File: src/rtl/vmask_seq.sv
// vmask_seq: sequences one vector-mask command into per-beat register-file reads and
// forwards each in-order read response as one registered operand beat to the mask-op stage.
//
// Ports:
//   clk, rst (asynchronous, active-low)
//   cmd_*          command handshake; operand/destination base addresses, mask length
//                  in bits, op select
//   rd_req_*       read request port (valid/ready) with per-beat addresses rd_addr0/rd_addr1
//   rd_resp_valid  in-order read response with rd_data0/rd_data1
//   out_*          registered operand beat, no backpressure; fields are zero when invalid
//   busy           high whenever the sequencer is not idle
//
// Build option: define VMASK_TAIL_ZERO_EN to clear the bits past the mask length in the
// final beat when the length is not a multiple of the beat width.
module vmask_seq #(
  parameter int unsigned REQ_DATA_WIDTH  = 64,
  parameter int unsigned REQ_ADDR_WIDTH  = 32,
  parameter int unsigned OPSEL_WIDTH     = 3,
  parameter int unsigned VL_WIDTH        = 16,
  parameter int unsigned MAX_OUTSTANDING = 4
) (
  input  logic                      clk,
  input  logic                      rst,
  input  logic                      cmd_valid,
  output logic                      cmd_ready,
  input  logic [REQ_ADDR_WIDTH-1:0] cmd_vs1_addr,
  input  logic [REQ_ADDR_WIDTH-1:0] cmd_vs2_addr,
  input  logic [REQ_ADDR_WIDTH-1:0] cmd_vd_addr,
  input  logic [VL_WIDTH-1:0]       cmd_vl,
  input  logic [OPSEL_WIDTH-1:0]    cmd_opSel,
  output logic                      rd_req_valid,
  input  logic                      rd_req_ready,
  output logic [REQ_ADDR_WIDTH-1:0] rd_addr0,
  output logic [REQ_ADDR_WIDTH-1:0] rd_addr1,
  input  logic                      rd_resp_valid,
  input  logic [REQ_DATA_WIDTH-1:0] rd_data0,
  input  logic [REQ_DATA_WIDTH-1:0] rd_data1,
  output logic [REQ_DATA_WIDTH-1:0] out_m0,
  output logic [REQ_DATA_WIDTH-1:0] out_m1,
  output logic [REQ_ADDR_WIDTH-1:0] out_addr,
  output logic [OPSEL_WIDTH-1:0]    out_opSel,
  output logic                      out_valid,
  output logic                      busy
);

  localparam int unsigned W  = REQ_DATA_WIDTH;
  localparam int unsigned OW = $clog2(MAX_OUTSTANDING + 1);

  typedef enum logic [1:0] {StIdle, StIssue, StDrain} state_e;

  state_e state_q, state_d;

  logic [REQ_ADDR_WIDTH-1:0] vs1_q, vs1_d, vs2_q, vs2_d, vd_q, vd_d;
  logic [VL_WIDTH-1:0]       vl_q, vl_d;
  logic [OPSEL_WIDTH-1:0]    op_q, op_d;
  logic [VL_WIDTH-1:0]       k_q, k_d;    // next beat to request
  logic [VL_WIDTH-1:0]       j_q, j_d;    // next beat to return
  logic [OW-1:0]             outst_q, outst_d;

  logic                      out_valid_q, out_valid_d;
  logic [W-1:0]              out_m0_q, out_m0_d, out_m1_q, out_m1_d;
  logic [REQ_ADDR_WIDTH-1:0] out_addr_q, out_addr_d;
  logic [OPSEL_WIDTH-1:0]    out_opsel_q, out_opsel_d;

  logic [VL_WIDTH-1:0] beats;
  logic                cmd_fire, req_fire, resp_take, last_req;
  logic [W-1:0]        tail_mask;

  // Beat count derived from the latched length: ceil(vl / W).
  assign beats = VL_WIDTH'((32'(vl_q) + W - 1) / W);

  assign cmd_fire  = cmd_valid & cmd_ready;
  assign req_fire  = rd_req_valid & rd_req_ready;
  // Responses are only meaningful while a command is active and something is in flight.
  assign resp_take = rd_resp_valid & (state_q != StIdle) & (outst_q != '0);
  assign last_req  = (k_q == beats - VL_WIDTH'(1));

`ifdef VMASK_TAIL_ZERO_EN
  int unsigned tail_rem;
  always_comb begin
    tail_rem  = 32'(vl_q) % W;
    tail_mask = '1;
    if ((tail_rem != 0) && (j_q == beats - VL_WIDTH'(1))) begin
      for (int unsigned i = 0; i < W; i++) begin
        tail_mask[i] = (i < tail_rem);
      end
    end
  end
`else
  assign tail_mask = '1;
`endif

  // ---------------------------------------------------------------------------------------
  // FSM: state register
  // ---------------------------------------------------------------------------------------
  always_ff @(posedge clk or negedge rst) begin
    if (!rst) begin
      state_q <= StIdle;
    end else begin
      state_q <= state_d;
    end
  end

  // FSM: next state
  always_comb begin
    state_d = state_q;
    unique case (state_q)
      StIdle: begin
        // A zero-length command passes through DRAIN for one cycle with nothing in flight.
        if (cmd_fire) state_d = (cmd_vl == '0) ? StDrain : StIssue;
      end
      StIssue: begin
        if (req_fire && last_req) state_d = StDrain;
      end
      StDrain: begin
        // Leave in the same edge that registers the final beat.
        if (outst_d == '0) state_d = StIdle;
      end
      default: state_d = StIdle;
    endcase
  end

  // FSM: outputs. cmd_ready is gated by rst so it stays low throughout reset.
  always_comb begin
    cmd_ready    = (state_q == StIdle) & rst;
    busy         = (state_q != StIdle);
    rd_req_valid = (state_q == StIssue) && (outst_q < OW'(MAX_OUTSTANDING));
    rd_addr0     = '0;
    rd_addr1     = '0;
    if (rd_req_valid) begin
      rd_addr0 = vs1_q + REQ_ADDR_WIDTH'(k_q);
      rd_addr1 = vs2_q + REQ_ADDR_WIDTH'(k_q);
    end
  end

  // ---------------------------------------------------------------------------------------
  // Datapath: command latch, counters, response register
  // ---------------------------------------------------------------------------------------
  always_comb begin
    vs1_d       = vs1_q;
    vs2_d       = vs2_q;
    vd_d        = vd_q;
    vl_d        = vl_q;
    op_d        = op_q;
    k_d         = k_q;
    j_d         = j_q;
    outst_d     = outst_q;
    out_valid_d = resp_take;
    out_m0_d    = '0;
    out_m1_d    = '0;
    out_addr_d  = '0;
    out_opsel_d = '0;

    if (cmd_fire) begin
      vs1_d = cmd_vs1_addr;
      vs2_d = cmd_vs2_addr;
      vd_d  = cmd_vd_addr;
      vl_d  = cmd_vl;
      op_d  = cmd_opSel;
      k_d   = '0;
      j_d   = '0;
    end

    if (req_fire) k_d = k_q + VL_WIDTH'(1);

    unique case ({req_fire, resp_take})
      2'b10:   outst_d = outst_q + OW'(1);
      2'b01:   outst_d = outst_q - OW'(1);
      default: outst_d = outst_q;
    endcase

    if (resp_take) begin
      out_m0_d    = rd_data0 & tail_mask;
      out_m1_d    = rd_data1 & tail_mask;
      out_addr_d  = vd_q + REQ_ADDR_WIDTH'(j_q);
      out_opsel_d = op_q;
      j_d         = j_q + VL_WIDTH'(1);
    end
  end

  always_ff @(posedge clk or negedge rst) begin
    if (!rst) begin
      vs1_q       <= '0;
      vs2_q       <= '0;
      vd_q        <= '0;
      vl_q        <= '0;
      op_q        <= '0;
      k_q         <= '0;
      j_q         <= '0;
      outst_q     <= '0;
      out_valid_q <= 1'b0;
      out_m0_q    <= '0;
      out_m1_q    <= '0;
      out_addr_q  <= '0;
      out_opsel_q <= '0;
    end else begin
      vs1_q       <= vs1_d;
      vs2_q       <= vs2_d;
      vd_q        <= vd_d;
      vl_q        <= vl_d;
      op_q        <= op_d;
      k_q         <= k_d;
      j_q         <= j_d;
      outst_q     <= outst_d;
      out_valid_q <= out_valid_d;
      out_m0_q    <= out_m0_d;
      out_m1_q    <= out_m1_d;
      out_addr_q  <= out_addr_d;
      out_opsel_q <= out_opsel_d;
    end
  end

  assign out_valid = out_valid_q;
  assign out_m0    = out_m0_q;
  assign out_m1    = out_m1_q;
  assign out_addr  = out_addr_q;
  assign out_opSel = out_opsel_q;

endmodule

File: config.mk
export PLATFORM = sky130hd
export DESIGN_NAME = vmask_seq
export DESIGN_NICKNAME = d
export VERILOG_FILES = /design/src/rtl/vmask_seq.sv
export SDC_FILE = /design/constraint.sdc
export NUM_CORES = 1
export LEC_CHECK = 0
export BUFFER_PORTS_ARGS = -buffer_cell sky130_fd_sc_hd__buf_2
export CAP_MARGIN = 20
export CORE_AREA = 4 4 185 187
export CTS_CLUSTER_DIAMETER = 120
export DETAILED_ROUTE_END_ITERATION = 8
export DIE_AREA = 0 0 189 191
export HOLD_SLACK_MARGIN = 0.06
export PLACE_DENSITY_LB_ADDON = 0.3
export SETUP_SLACK_MARGIN = 0.3
export SLEW_MARGIN = 0
export SYNTH_ARGS = -nofsm -noshare
export SYNTH_HDL_FRONTEND = slang
export SYNTH_SLANG_ARGS = --single-unit
File: constraint.sdc
create_clock -name clk -period 4.1 [get_ports clk]
set_input_delay 0.205 -clock clk [delete_from_list [all_inputs] [get_ports clk]]
set_output_delay 0.205 -clock clk [all_outputs]
set_load 0.02 [all_outputs]
==> results of run 1 <==
## metrics by stage
stage               total power [uW]  instances
finish                         13500       2820
global route                   14300       2820
CTS                            13400       2815
detailed placement              9870       2507
global placement                9750       2507
floorplan                       8140       1647
## cell families after synthesis
logic type,count (synthesis)
AND/OR/NAND/NOR,818
flip-flops,316
AO/OA/AOI/OAI,280
buffers and inverters,105
XOR/XNOR,62
adder cells (fa/ha/maj),56
multiplexers,10
## cells in the mapped netlist, drive strengths merged (3+ instances only)
library cell / count / area [um^2]
nand2: 390 / 1460
dfrtp: 316 / 7910
and2: 149 / 933
nor2: 101 / 379
o21ai: 82 / 410
a21oi: 73 / 369
clkbuf: 60 / 235
ha: 52 / 651
nand3: 44 / 220
inv: 31 / 116
xnor2: 31 / 272
xor2: 31 / 272
and3: 25 / 156
a21o: 24 / 180
nor3: 22 / 110
or3: 20 / 125
nand4: 19 / 119
a31oi: 13 / 81.3
buf: 13 / 72.6
o31ai: 13 / 103
a211oi: 11 / 95.1
or4: 11 / 90.1
mux2i: 10 / 100
nor4: 9 / 86.3
o211ai: 9 / 86.3
o21a: 7 / 52.6
a31o: 6 / 52.6
and4: 5 / 43.8
nor2b: 5 / 31.3
a41o: 4 / 40.0
a41oi: 4 / 35.0
fa: 4 / 80.1
o21bai: 4 / 30.0
o221ai: 4 / 35.0
a21boi: 3 / 22.5
a22o: 3 / 26.3
a311oi: 3 / 26.3
nand2b: 3 / 18.8
nand3b: 3 / 22.5
nor3b: 3 / 22.5
or2: 3 / 18.8
or4b: 3 / 30.0
## layout make-up
| type | count | area, um^2 |
|---|---|---|
| timing repair buffer | 736 | 4990 |
| antenna | 4 | 10.0 |
| clock buffer | 50 | 1030 |
| clock inverter | 14 | 168 |
| fill | 2441 | 10500 |
| sequential | 316 | 7910 |
| inverter | 32 | 121 |
| multi-input combinational | 1226 | 7180 |
| tap | 442 | 553 |
## layer usage
metal | global-route usage [%] | part of all wire [%]
met1 | 35.0 | 39
met4 | 14.7 | 5.5
met3 | 7.20 | 7.8
met5 | 0.687 | 0.13
met2 | 48.6 | 48
## what timing repair did
action,in CTS,in global routing
pin swaps,0,1
hold buffers,244,0
endpoints found under the hold margin,326,0
endpoints found under the setup margin,10,19
gates resized for setup,4,11
## report_power, final
part           leakage, uW  total [uW]  internal, uW  switching (uW)
registers          0.00410        4910          4050             856
logic              0.00662        5310          2010            3300
clock network     0.000582        3270          1910            1350
total               0.0113       13500          7970            5510
## state kept, by name, indices dropped and copies added, names as in the netlist
signal     flops
outst_q        3
k_q           16
vl_q          16
state_q        2
vs1_q         32
out_addr      32
out_m0        64
vd_q          32
j_q           16
out_opSel      3
out_valid      1
out_m1        64
op_q           3
vs2_q         32
## how the worst max path moves through the flow
stage / slack, ns / cells past startpoint / startpoint / end
after global routing: 0.31 / 10 / k_q[0]$_DFFE_PN0P_ / rd_addr1[30]
after global placement: 0.67 / 10 / k_q[0]$_DFFE_PN0P_ / rd_addr1[16]
after CTS: 0.31 / 10 / k_q[3]$_DFFE_PN0P_ / rd_addr1[31]
after floorplan: 1.04 / 10 / outst_q[0]$_DFF_PN0_ / state_q[1]$_DFFE_PN0P_
final: 0.46 / 10 / k_q[2]$_DFFE_PN0P_ / rd_addr1[31]
after detailed placement: 0.60 / 10 / k_q[0]$_DFFE_PN0P_ / rd_addr1[16]
## cells in the final DEF (no fill, tap or decap), types with 5 or more instances in the layout
cell,instances
mux2i_1,10
a211oi_1,6
clkbuf_8,6
xnor2_1,31
a21o_1,24
nor4_1,7
nand3_1,43
clkinv_2,7
and3_1,24
ha_1,50
nand4_1,19
clkbuf_16,37
and2_1,147
o21ai_0,79
xor2_1,31
and4_1,5
nand2_1,389
a21oi_1,72
nor3_1,22
dlygate4sd3_1,244
buf_2,477
buf_4,11
nor2b_1,5
a31oi_1,12
or3_1,20
or4_1,9
o211ai_1,7
a31o_2,6
nor2_1,101
o31ai_1,11
dfrtp_1,314
o21a_1,7
inv_1,31
clkbuf_1,7
## critical path: stages, from the launching register on
cell	delay (ns)
dfrtp_1	0.47
ha_1	0.43
and3_1	0.23
a211oi_2	0.10
a211oi_2	0.25
or3_1	0.20
a31oi_1	0.10
buf_4	0.19
or4_1	0.48
a21oi_1	0.24
buf_2	0.21
==> metrics.md, run 1 <==
| Metric | Value |
|---|---|
| Outcome | `finished clean` |
| Main combinational cell family by area after synthesis | `simple AND/OR/NAND/NOR gates` |
| Layout Utilization | `67.7%` |
| RePlAce Congestion | `0.953` |
| Vias per Instance | `5.32` |
| WHS Endpoint | `k_q[2]$_DFFE_PN0P_` |
| Antenna violations before repair | `7` |
| Core Rows | `66` |
| DP Worst Slack | `0.597 ns` |
| Total Wirelength | `53600 um` |
| Antenna Violating Nets Remaining | `0` |
| Die Y | `191 um` |
| Adder-Cell Fraction of Synth Area | `4.74%` |
| FF-to-FF path depth | `11` |
| Pre-antenna DRT Iters | `5` |
| WL/cell | `19.0 um` |
| Setup CP Type | `reg2out` |
| Hpwl dp | `34400 um` |
| Die X | `189 um` |
| Yosys warning count | `0` |
| Final Critical Period | `3.64 ns` |
| Flops & latches, synth | `316` |
| RSZ-0062 raised after global routing | `false` |
| Post-Synth XOR/XNOR Area | `3.52%` |
| TritonCTS Buffers | `36` |
| Net Count, Synth | `1951` |
| Area Growth Syn to Fin | `42.6%` |
| CTS tree | `built` |
| Hold Crit Start | `rd_req_ready` |
| Reg2reg end | `state_q[0]$_DFFE_PN0P_` |
| Total vias in the final route | `15000` |
| EDFF count, synth | `0` |
| Final setup margin | `0.461 ns` |
| Clock root cell | `clkbuf_16` |
| Layout Cell Area excl Fill | `0.0220 mm^2` |
| Register-to-Register Setup Slack | `0.81 ns` |
| Layout Skew | `0.0211 ns` |
| Die Area | `0.0361 mm^2` |
| CTS Sinks | `316` |
| # nets final | `2652` |
| Reg-to-Reg Start | `vl_q[4]$_DFFE_PN0P_` |
| Clk buf depth | `3` |
| I/O pins | `479` |
| Sequential area share after synthesis | `51.3%` |
| Ys async rst share | `100%` |
| Max-Cap Viols | `0` |
| Max Fclk | `275 MHz` |
| TNS Setup | `0 ns` |
| Mean Syn Cell Area | `9.36 um^2` |
| Final period utilization | `88.8%` |
| Final Hold Vio Count | `0` |
| GRT Util Overall | `29.0%` |
| DRT iter0 DRCs | `922` |
| Peak VDD IR | `0.399 mV` |
| CP endpoint kind | `primary output` |
| Setup bufs post-CTS | `0` |
| Critical Path Fanout Max | `16` |
| First-pass GRT wire length | `84200 um` |
| HP Class | `in2reg` |
| Initial core utilization | `47.5%` |
| Worst setup SP type | `flop` |
| H-Tree Depth | `2` |
| Relative slew slack | `36.2%` |
| Post-Syn Area | `0.0154 mm^2` |
| DRC Markers | `0` |
| Insertion delay to the later sink of the worst-skew pair | `0.53 ns` |
| PortBufs | `478` |
| Core area | `0.0325 mm^2` |
| Share of cells above drive strength 1 | `24.8%` |
| Hold depth | `4` |
| Synthesized instance count | `1647` |
| Synth Flop Type | `dfrtp_1` |
| GRT overflow | `0` |
| Placed cell area | `0.0182 mm^2` |
| Pin count of the biggest net entering global routing | `163` |
| Required @ worst endpoint | `3.89 ns` |
| Worst-path clk slew | `0.06 ns` |
| Worst-margin pin slew | `0.948 ns` |
| Final setup violating endpoints | `0` |
| Multiplexer share of the synthesized area | `0.649%` |
| Final Max Tran Viols | `0` |
| Yosys cell types | `74` |
| Simple-Gate Fraction of Synth Area | `25.3%` |
| Cell Pwr Density | `614 mW/mm^2` |
| Leak | `0.0113 uW` |
| Compound-Gate Fraction of Synth Area | `11.7%` |
| Vias in the first global route | `15600` |
| Hold_ws | `0.235 ns` |
| CP Data Arrival Time | `3.43 ns` |
Note: power is estimated with default switching activity, not from simulation.
==> run 2, diff against run 1 <==
- CORE_AREA: 4 4 185 187 -> default
- CORE_MARGIN: default -> 8
- CORE_UTILIZATION: default -> 51
- DIE_AREA: 0 0 189 191 -> default
==> metrics.md, run 2 (synthesis gave the netlist of run 1 again) <==
| Metric | Value |
|---|---|
| CTS Sinks | `316 (unchanged)` |
| GRT overflow | `0 (unchanged)` |
| Pin count of the biggest net entering global routing | `87 (was 163)` |
| Peak VDD IR | `0.407 mV (was 0.399 mV)` |
| Initial core utilization | `51.9% (was 47.5%)` |
| GRT Util Overall | `28.3% (was 29.0%)` |
| # nets final | `2654 (was 2652)` |
| Max Fclk | `274 MHz (was 275 MHz)` |
| Max-Cap Viols | `0 (unchanged)` |
| TritonCTS Buffers | `34 (was 36)` |
| Antenna Violating Nets Remaining | `0 (unchanged)` |
| Hpwl dp | `33500 um (was 34400 um)` |
| I/O pins | `479 (unchanged)` |
| Pre-antenna DRT Iters | `5 (unchanged)` |
| Reg-to-Reg Start | `vl_q[4]$_DFFE_PN0P_ (unchanged)` |
| CP Cell Sequence | `ha_1, fa_1, a21o_1, nand4_1, nand3_1, a41o_1, a21oi_1, buf_4, or4b_2, a21oi_1, buf_2 (was ha_1, and3_1, a211oi_2, a211oi_2, or3_1, a31oi_1, buf_4, or4_1, a21oi_1, buf_2)` |
| Most frequent cells in the layout | `buf_2 (477), nand2_1 (389), dfrtp_1 (315) (was buf_2 (477), nand2_1 (389), dfrtp_1 (314))` |
| Insertion delay to the later sink of the worst-skew pair | `0.50 ns (was 0.53 ns)` |
| Setup CP Type | `reg2out (unchanged)` |
| H-Tree Depth | `2 (unchanged)` |
| Leak | `0.0113 uW (about the same)` |
| CP max-delay cell | `or4b_2 (was or4_1)` |
| CP Data Arrival Time | `3.44 ns (was 3.43 ns)` |
| First-pass GRT wire length | `83300 um (was 84200 um)` |
| Clock share of power | `24.2% (about the same)` |
| Outcome | `finished clean (unchanged)` |
| TNS Setup | `0 ns (unchanged)` |
| Core Rows | `63 (was 66)` |
| DRC Markers | `0 (unchanged)` |
| Area Growth Syn to Fin | `41.9% (was 42.6%)` |
| Final Hold Vio Count | `0 (unchanged)` |
| PortBufs | `478 (unchanged)` |
| Antenna violations before repair | `9 (was 7)` |
| Most Frequent Cell on Critical Path | `a21oi_1 (was a211oi_2)` |
| RePlAce Congestion | `0.884 (was 0.953)` |
| WL/cell | `18.9 um (was 19.0 um)` |
| CP endpoint kind | `primary output (unchanged)` |
| DRT iter0 DRCs | `1000 (was 922)` |
| Final Max Tran Viols | `0 (unchanged)` |
| RSZ-0062 raised after global routing | `true (was false)` |
| CP peak stage delay | `0.61 ns (was 0.48 ns)` |
| Vias in the first global route | `15900 (was 15600)` |
| Register-to-Register Setup Slack | `0.73 ns (was 0.81 ns)` |
| Worst-path clk slew | `0.06 ns (about the same)` |
| Share of cells above drive strength 1 | `24.4% (was 24.8%)` |
| Hold_ws | `0.189 ns (was 0.235 ns)` |
| Sequential power share | `36.3% (was 36.4%)` |
| Total vias in the final route | `15000 (about the same)` |
| Vias per Instance | `5.42 (was 5.32)` |
| Filler cell count | `2055 (was 2441)` |
| Cell Pwr Density | `612 mW/mm^2 (was 614 mW/mm^2)` |
| Relative slew slack | `30.8% (was 36.2%)` |
| Gate power share | `39.5% (was 39.4%)` |
| Clock root cell | `clkbuf_16 (unchanged)` |
| HP Class | `in2async (was in2reg)` |
| Area occupied by multi-input gates | `0.00715 mm^2 (was 0.00718 mm^2)` |
| Family with the most delay on the worst path | `simple AND/OR/NAND/NOR gates (unchanged)` |
| Final setup violating endpoints | `0 (unchanged)` |
| Required @ worst endpoint | `3.89 ns (about the same)` |
| Die Area | `0.0360 mm^2 (was 0.0361 mm^2)` |
| Worst setup SP type | `flop (unchanged)` |
| Final period utilization | `88.9% (was 88.8%)` |
| Most common cell after layout, fill and taps aside | `buf_2 (unchanged)` |
| Critical Path Fanout Max | `15 (was 16)` |
| FF-to-FF path depth | `11 (unchanged)` |
| Clk buf depth | `3 (unchanged)` |
| Die Y | `190 um (was 191 um)` |
| Worst-margin pin slew | `1.04 ns (was 0.948 ns)` |
| Worst path bufs/invs | `2 (unchanged)` |
| Total Wirelength | `52300 um (was 53600 um)` |
| Final Critical Period | `3.64 ns (about the same)` |
| Register area | `0.00791 mm^2 (about the same)` |
| CTS tree | `built (unchanged)` |
| Core area | `0.0297 mm^2 (was 0.0325 mm^2)` |
| Psw | `5360 uW (was 5510 uW)` |
| Layout Skew | `0.00850 ns (was 0.0211 ns)` |
| Critical path depth in cells | `11 (was 10)` |
| Reg2reg end | `state_q[0]$_DFFE_PN0P_ (unchanged)` |
| Sw Share | `40.0% (was 40.9%)` |
| Die X | `190 um (was 189 um)` |
| Internal Power | `8040 uW (was 7970 uW)` |
==> run 2: area by class of cell <==
type                       count  area share, %
antenna                       10          0.114
clock buffer                  51           4.75
clock inverter                 8          0.675
inverter                      32          0.555
multi-input combinational   1226           32.7
sequential                   316           36.2
tap                          390           2.23
timing repair buffer         740           22.9
==> run 2: power by group through the flow <==
| stage | Sequential (uW) | Combinational [uW] | Clock [uW] |
|---|---|---|---|
| 2_1_floorplan | 5030 | 3110 | 0 |
| 3_3_place_gp | 4800 | 4880 | 0 |
| 3_5_place_dp | 4850 | 5010 | 0 |
| 4_1_cts | 4810 | 5230 | 3280 |
| 5_1_grt | 4960 | 5820 | 3420 |
| 6_report | 4860 | 5300 | 3240 |
==> run 2: worst max-delay path by stage <==
stage | start | endpoint | slack [ns]
4_1_cts | k_q[2]$_DFFE_PN0P_ | rd_addr0[27] | 0.39
3_3_place_gp | k_q[0]$_DFFE_PN0P_ | rd_addr1[20] | 0.76
3_5_place_dp | k_q[0]$_DFFE_PN0P_ | rd_addr1[20] | 0.71
2_1_floorplan | outst_q[0]$_DFF_PN0_ | state_q[1]$_DFFE_PN0P_ | 1.04
5_1_grt | k_q[0]$_DFFE_PN0P_ | rd_addr1[28] | 0.27
6_report | k_q[0]$_DFFE_PN0P_ | rd_addr0[30] | 0.46
==> run 2: timing repair <==
action,CTS,global route
hold buffers,244,0
endpoints found under the setup margin,7,11
endpoints found under the hold margin,283,0
buffers inserted,0,0
resized for setup,3,4
==> run 2: per-stage QoR <==
step                      power, uW  worst slack, ns  cells  instance area, um^2  util [%]
after floorplan                8140             1.04   1647                15400         -
after CTS                     13300            0.388   2762                21800      73.4
after global routing          14200            0.272   2773                21900      73.6
after global placement         9680            0.761   2459                18200      61.1
after detailed placement       9860            0.709   2459                18200      61.1
final                         13400            0.457   2773                21900      73.6
==> run 2: metal layers <==
layer / vias up / global-route usage (%) / wire length [um]
met5: - / 0 / 0
met4: 0 / 11.0 / 1930
met3: 134 / 6.63 / 4060
met2: 657 / 50.2 / 26800
met1: 7239 / 32.5 / 19500
li1: 7005 / - / -
